`src/rtl/counter_read_port_if.sv`:
```
// Bus-side signal bundle between the decoder/counter core and one counter's read-back port.
// The master side drives commands, reads and live core status; the slave side returns read data.
interface counter_read_port_if;
    logic        ctrl_wr;
    logic [5:0]  ctrl_word;
    logic        rb_cmd;
    logic        rb_latch_count;
    logic        rb_latch_status;
    logic        rd;
    logic [15:0] count_in;
    logic        out_in;
    logic        null_count_in;
    logic [7:0]  data_out;
    logic        rd_ack;

    modport master (
        output ctrl_wr, ctrl_word, rb_cmd, rb_latch_count, rb_latch_status,
        output rd, count_in, out_in, null_count_in,
        input  data_out, rd_ack
    );

    modport slave (
        input  ctrl_wr, ctrl_word, rb_cmd, rb_latch_count, rb_latch_status,
        input  rd, count_in, out_in, null_count_in,
        output data_out, rd_ack
    );
endinterface

```
`src/rtl/counter_read_port.sv`:
```
// 8254 counter read-back path: RW-mode flip-flop, count latch and status latch.
// Returns the count or status to the CPU one byte per read strobe.
module counter_read_port (
    input  logic                 clk,
    input  logic                 rst,
    counter_read_port_if.slave   bus
);

    localparam logic [1:0] RW_LATCH = 2'b00;
    localparam logic [1:0] RW_LSB   = 2'b01;
    localparam logic [1:0] RW_MSB   = 2'b10;
    localparam logic [1:0] RW_BOTH  = 2'b11;

    logic [1:0]  rw_mode_q,   rw_mode_d;
    logic [2:0]  mode_q,      mode_d;
    logic        bcd_q,       bcd_d;
    logic [15:0] cnt_latch_q, cnt_latch_d;
    logic        cnt_held_q,  cnt_held_d;
    logic [7:0]  sts_latch_q, sts_latch_d;
    logic        sts_held_q,  sts_held_d;
    logic        byte_ptr_q,  byte_ptr_d;
    logic [7:0]  data_out_q,  data_out_d;
    logic        rd_ack_q,    rd_ack_d;

    logic [15:0] src_s;
    logic        cnt_free_s;
    logic        sts_free_s;

    // Next-state: control word wins over a same-cycle read; a read-back sees latches freed by a same-cycle read.
    always_comb begin
        rw_mode_d   = rw_mode_q;
        mode_d      = mode_q;
        bcd_d       = bcd_q;
        cnt_latch_d = cnt_latch_q;
        cnt_held_d  = cnt_held_q;
        sts_latch_d = sts_latch_q;
        sts_held_d  = sts_held_q;
        byte_ptr_d  = byte_ptr_q;
        data_out_d  = data_out_q;
        rd_ack_d    = 1'b0;
        src_s       = cnt_held_q ? cnt_latch_q : bus.count_in;
        cnt_free_s  = ~cnt_held_q;
        sts_free_s  = ~sts_held_q;

        if (bus.ctrl_wr) begin
            if (bus.ctrl_word[5:4] != RW_LATCH) begin
                rw_mode_d  = bus.ctrl_word[5:4];
                mode_d     = bus.ctrl_word[3:1];
                bcd_d      = bus.ctrl_word[0];
                cnt_held_d = 1'b0;
                sts_held_d = 1'b0;
                byte_ptr_d = 1'b0;
            end else if (cnt_free_s) begin
                cnt_latch_d = bus.count_in;
                cnt_held_d  = 1'b1;
            end else begin
                cnt_held_d = cnt_held_q;
            end
        end else begin
            if (bus.rd) begin
                rd_ack_d = 1'b1;
                if (sts_held_q) begin
                    data_out_d = sts_latch_q;
                    sts_held_d = 1'b0;
                    sts_free_s = 1'b1;
                end else begin
                    case (rw_mode_q)
                        RW_LSB: begin
                            data_out_d = src_s[7:0];
                            cnt_held_d = 1'b0;
                            cnt_free_s = 1'b1;
                        end
                        RW_MSB: begin
                            data_out_d = src_s[15:8];
                            cnt_held_d = 1'b0;
                            cnt_free_s = 1'b1;
                        end
                        RW_BOTH: begin
                            if (byte_ptr_q) begin
                                data_out_d = src_s[15:8];
                                cnt_held_d = 1'b0;
                                cnt_free_s = 1'b1;
                            end else begin
                                data_out_d = src_s[7:0];
                            end
                            byte_ptr_d = ~byte_ptr_q;
                        end
                        default: begin
                            data_out_d = src_s[7:0];
                        end
                    endcase
                end
            end else begin
                rd_ack_d = 1'b0;
            end

            if (bus.rb_cmd) begin
                if (bus.rb_latch_count && cnt_free_s) begin
                    cnt_latch_d = bus.count_in;
                    cnt_held_d  = 1'b1;
                end else begin
                    cnt_latch_d = cnt_latch_d;
                end
                if (bus.rb_latch_status && sts_free_s) begin
                    sts_latch_d = {bus.out_in, bus.null_count_in, rw_mode_q, mode_q, bcd_q};
                    sts_held_d  = 1'b1;
                end else begin
                    sts_latch_d = sts_latch_d;
                end
            end else begin
                sts_latch_d = sts_latch_q;
            end
        end
    end

    // State and output registers with synchronous reset.
    always_ff @(posedge clk) begin
        if (rst) begin
            rw_mode_q   <= RW_BOTH;
            mode_q      <= 3'b000;
            bcd_q       <= 1'b0;
            cnt_latch_q <= 16'h0000;
            cnt_held_q  <= 1'b0;
            sts_latch_q <= 8'h00;
            sts_held_q  <= 1'b0;
            byte_ptr_q  <= 1'b0;
            data_out_q  <= 8'h00;
            rd_ack_q    <= 1'b0;
        end else begin
            rw_mode_q   <= rw_mode_d;
            mode_q      <= mode_d;
            bcd_q       <= bcd_d;
            cnt_latch_q <= cnt_latch_d;
            cnt_held_q  <= cnt_held_d;
            sts_latch_q <= sts_latch_d;
            sts_held_q  <= sts_held_d;
            byte_ptr_q  <= byte_ptr_d;
            data_out_q  <= data_out_d;
            rd_ack_q    <= rd_ack_d;
        end
    end

    assign bus.data_out = data_out_q;
    assign bus.rd_ack   = rd_ack_q;

endmodule

```
`src/flat_wrapper.sv`:
```
// flat-port wrapper written by rule: the top's interface ports become plain ports
module counter_read_port_flat 
  (clk, rst, bus_ctrl_wr, bus_ctrl_word, bus_rb_cmd, bus_rb_latch_count, bus_rb_latch_status, bus_rd, bus_count_in, bus_out_in, bus_null_count_in, bus_data_out, bus_rd_ack);
  counter_read_port_if bus_i ();
  input  logic clk;
  input  logic rst;
  input wire logic [$bits(bus_i.ctrl_wr)-1:0] bus_ctrl_wr;
  input wire logic [$bits(bus_i.ctrl_word)-1:0] bus_ctrl_word;
  input wire logic [$bits(bus_i.rb_cmd)-1:0] bus_rb_cmd;
  input wire logic [$bits(bus_i.rb_latch_count)-1:0] bus_rb_latch_count;
  input wire logic [$bits(bus_i.rb_latch_status)-1:0] bus_rb_latch_status;
  input wire logic [$bits(bus_i.rd)-1:0] bus_rd;
  input wire logic [$bits(bus_i.count_in)-1:0] bus_count_in;
  input wire logic [$bits(bus_i.out_in)-1:0] bus_out_in;
  input wire logic [$bits(bus_i.null_count_in)-1:0] bus_null_count_in;
  output wire logic [$bits(bus_i.data_out)-1:0] bus_data_out;
  output wire logic [$bits(bus_i.rd_ack)-1:0] bus_rd_ack;
  assign bus_i.ctrl_wr = bus_ctrl_wr;
  assign bus_i.ctrl_word = bus_ctrl_word;
  assign bus_i.rb_cmd = bus_rb_cmd;
  assign bus_i.rb_latch_count = bus_rb_latch_count;
  assign bus_i.rb_latch_status = bus_rb_latch_status;
  assign bus_i.rd = bus_rd;
  assign bus_i.count_in = bus_count_in;
  assign bus_i.out_in = bus_out_in;
  assign bus_i.null_count_in = bus_null_count_in;
  assign bus_data_out = bus_i.data_out;
  assign bus_rd_ack = bus_i.rd_ack;
  counter_read_port u_core (.clk(clk), .rst(rst), .bus(bus_i));
endmodule
```
`config.mk`:
```
export PLATFORM = sky130hd
export DESIGN_NAME = counter_read_port_flat
export DESIGN_NICKNAME = d
export VERILOG_FILES = /design/src/rtl/counter_read_port_if.sv /design/src/rtl/counter_read_port.sv /design/src/flat_wrapper.sv
export SDC_FILE = /design/constraint.sdc
export NUM_CORES = 1
export LEC_CHECK = 0
export CELL_PAD_IN_SITES_DETAIL_PLACEMENT = 0
export CELL_PAD_IN_SITES_GLOBAL_PLACEMENT = 1
export CORE_UTILIZATION = 39
export DETAILED_ROUTE_END_ITERATION = 8
export PLACE_DENSITY = 0.88
export SLEW_MARGIN = 20
export SYNTH_ARGS = -nofsm -noshare
export SYNTH_HDL_FRONTEND = slang
export SYNTH_SLANG_ARGS = --single-unit
```
`constraint.sdc`:
```
create_clock -name clk -period 2.2 [get_ports clk]
set_input_delay 0.44 -clock clk [delete_from_list [all_inputs] [get_ports clk]]
set_output_delay 0.44 -clock clk [all_outputs]
set_load 0.005 [all_outputs]
```
==> impl_metrics.tcl <==
set metrics [dict create \
    status "finished clean" \
    clockBufferDepth 2 \
    fin_cells 334 \
    grt_overflow_total 0 \
    cp.arrival_ns 2.09 \
    viasPerCell 4.95 \
    ir_drop_mv 0.233 \
    critPathTopFamily "simple AND/OR/NAND/NOR gates" \
    syn_to_final_growth_pct 30.0 \
    syn_area_per_cell_um2 9.68 \
    routed_wirelength_um 4640 \
    grt.total_usage 0.180 \
    num_rows 26 \
    grt_max_degree 34 \
    max_stage_delay_ns 0.48 \
    synthCells 214 \
    dpl.cell_count 324 \
    period_share 0.847 \
    place_hpwl_um 3240 \
    cts.sinks 42 \
    r2r_start "u_core.rw_mode_q[1]$_SDFFE_PP1P_" \
    worstPathCellList "inv_1 > ha_1 > nor3b_2 > a211oi_2 > nor3_4 > buf_4 > mux2i_1" \
    busiest_layer "met2" \
    ios 40 \
    cp_slowest_cell "dfxtp_1" \
    r2r-end "u_core.cnt_latch_q[12]$_SDFFE_PP0P_" \
    reg2reg_setup_slack_ns 0.34 \
    fmax_mhz 537 \
    grtUsageMet1 0.230 \
    cts_hold_buf 0 \
    clock-root-buffer "clkbuf_8" \
    cp-end-kind "register" \
    reg2reg_depth 7 \
    crit_buf_inv 2 \
    ctsHtreeMaxLevel 2 \
    leakage_nw 1.10 \
    design.die.area_mm2 0.00561 \
    mostFrequentLayoutCell "mux2i_1" \
    tightest_slew_ns 0.312 \
    period_needed_ns 1.86 \
    grt_use_met2 0.301 \
    grt_use_met3 0.0442 \
    drv_cap 0 \
    ant_nets 0 \
    drt_iter0_drc 110 \
    core-area_mm2 0.00511 \
    cts_tree "yes" \
    dr.pass1.iters 4 \
    critical_path_class "reg2reg" \
    clk_latency_ns 0.30 \
    via_count 1652 \
    drv_slew 0 \
    dominantRegCellSynth "dfxtp_1" \
    hold_depth 2 \
    numPortBuffers 39 \
    synthesis.area_mm2 0.00207 \
    start_util 0.406 \
    hold_violations 0 \
    slew_headroom 0.792 \
    die_h_um 74.9 \
    ys_seq_elements 42 \
    start_kind "register" \
    fin_setup_tns_ns 0 \
    path_max_fanout 5 \
    path_clk_slew_ns 0.08 \
    cts_buffers 5 \
    ys_warn_count 0 \
    synth_edf_count 0 \
    syn-num-nets 248 \
    drive_gt1_frac 0.102 \
    final-setup-viol-count 0 \
    num-fill-cells 494 \
    wl_per_cell_um 13.9 \
    design.final.nets 297 \
    grt_pass1_wl_um 7360 \
    synth_cell_types 27 \
    layout_common_cells "mux2i_1, dfxtp_1, clkdlybuf4s50_1, nand2b_1, nor2_1" \
    grt_pass1_vias 1612 \
    gp_congestion 0.767 \
    n_antenna_cell 0 \
    drc 0 \
    ys_seq_area_frac 0.406 \
    hold_start "u_core.bus.data_out[7]$_SDFFE_PP0P_" \
    worstPathRequired_ns 2.43 \
    hold_path.class "reg2reg" \
    antenna_found_initial 0 \
    die_w_um 74.9 \
    async_reset_ff_frac 0 \
    clock_skew_ns 0.00450 \
    whs_endpoint "u_core.bus.data_out[7]$_SDFFE_PP0P_" \
    p_per_area_mw_per_mm2 625 \
    rsz0062_at_grt "false" \
]
## worst register-to-register path: stages, from the launching register on
cell      delay (ns)
dfxtp_1         0.48
inv_1           0.08
ha_1            0.20
nor3b_2         0.25
a211oi_2        0.15
nor3_4          0.25
buf_4           0.21
mux2i_1         0.19
## cell usage after synthesis (2+ instances only)
library cell / n / area [µm²]
inv_1: 6 / 22.5
dfxtp_1: 42 / 841
a221o_1: 2 / 20.0
nor2_1: 17 / 63.8
a21oi_1: 4 / 20.0
clkbuf_1: 6 / 22.5
buf_2: 3 / 15.0
ha_1: 3 / 37.5
o22ai_1: 8 / 50.1
mux2i_1: 52 / 521
nor3b_2: 2 / 25.0
o21ai_0: 10 / 50.1
nand2b_1: 32 / 200
nand2_1: 12 / 45.0
nand3b_1: 3 / 22.5
## where the power goes
group	switching, W	leakage [nW]	internal (W)
registers	0.0000277	0.343	0.000803
logic	0.000147	0.706	0.000183
clock network	0.000271	0.0482	0.000254
total	0.000445	1.10	0.00124
## kinds of logic after synthesis
group	after synthesis	synth area share
AND/OR/NAND/NOR	70	0.190
multiplexers	53	0.257
flip-flops	42	0.406
AO/OA/AOI/OAI	29	0.0876
buffers and inverters	17	0.0423
adder cells (fa/ha/maj)	3	0.0181
## sequential cells by signal (all words and copies together), names as in the netlist
name / flops
u_core.mode_q: 3
u_core.cnt_latch_q: 16
u_core.rw_mode_q: 2
u_core.sts_held_q: 1
u_core.byte_ptr_q: 1
u_core.bcd_q: 1
u_core.bus.rd_ack: 1
u_core.sts_latch_q: 8
u_core.bus.data_out: 8
u_core.cnt_held_q: 1
## cell type report
class | instances | area, µm² | share of cell area
Tap cell | 70 | 87.6 | 0.0325
Inverter | 6 | 22.5 | 0.00836
Timing Repair Buffer | 53 | 508 | 0.189
Clock inverter | 1 | 5.00 | 0.00186
Sequential cell | 42 | 841 | 0.312
Multi-Input combinational cell | 155 | 1140 | 0.425
Clock buffer | 7 | 86.3 | 0.0320
## layer usage
| layer | wire (µm) | share of wire | up-vias |
|---|---|---|---|
| met5 | 0 | 0 | - |
| met4 | 53 | 0.011 | 0 |
| met3 | 180 | 0.039 | 5 |
| met2 | 2130 | 0.46 | 35 |
| met1 | 2270 | 0.49 | 773 |
| li1 | - | - | 839 |
## how the worst max path moves through the flow
stage / from / endpoint / cells after the start
after floorplan: u_core.rw_mode_q[0]$_SDFFE_PP1P_ / u_core.cnt_latch_q[0]$_SDFFE_PP0P_ / 7
after global placement: bus_ctrl_wr / u_core.cnt_latch_q[3]$_SDFFE_PP0P_ / 5
after detailed placement: bus_rd / u_core.cnt_latch_q[10]$_SDFFE_PP0P_ / 5
after CTS: u_core.rw_mode_q[1]$_SDFFE_PP1P_ / u_core.cnt_latch_q[12]$_SDFFE_PP0P_ / 7
after global routing: u_core.rw_mode_q[1]$_SDFFE_PP1P_ / u_core.cnt_latch_q[13]$_SDFFE_PP0P_ / 7
final: u_core.rw_mode_q[1]$_SDFFE_PP1P_ / u_core.cnt_latch_q[12]$_SDFFE_PP0P_ / 7
## stage by stage
stage	setup WS, ns	instance area, µm²	hold slack, ns	util	total power [W]
4_1_cts	0.317	2690	0.465	0.527	0.00170
5_1_grt	0.213	2690	0.492	0.527	0.00176
2_1_floorplan	0.469	2070	0.449	-	0.00103
6_report	0.337	2690	0.460	0.527	0.00168
3_5_place_dp	-0.311	2570	0.446	0.504	0.00117
3_3_place_gp	-0.202	2570	0.438	0.504	0.00116
## repair_timing
action	CTS	global route
setup endpoints to repair	16	0
setup buffers	2	0
resized for setup	0	0
Power figures use the tool's default switching activity.
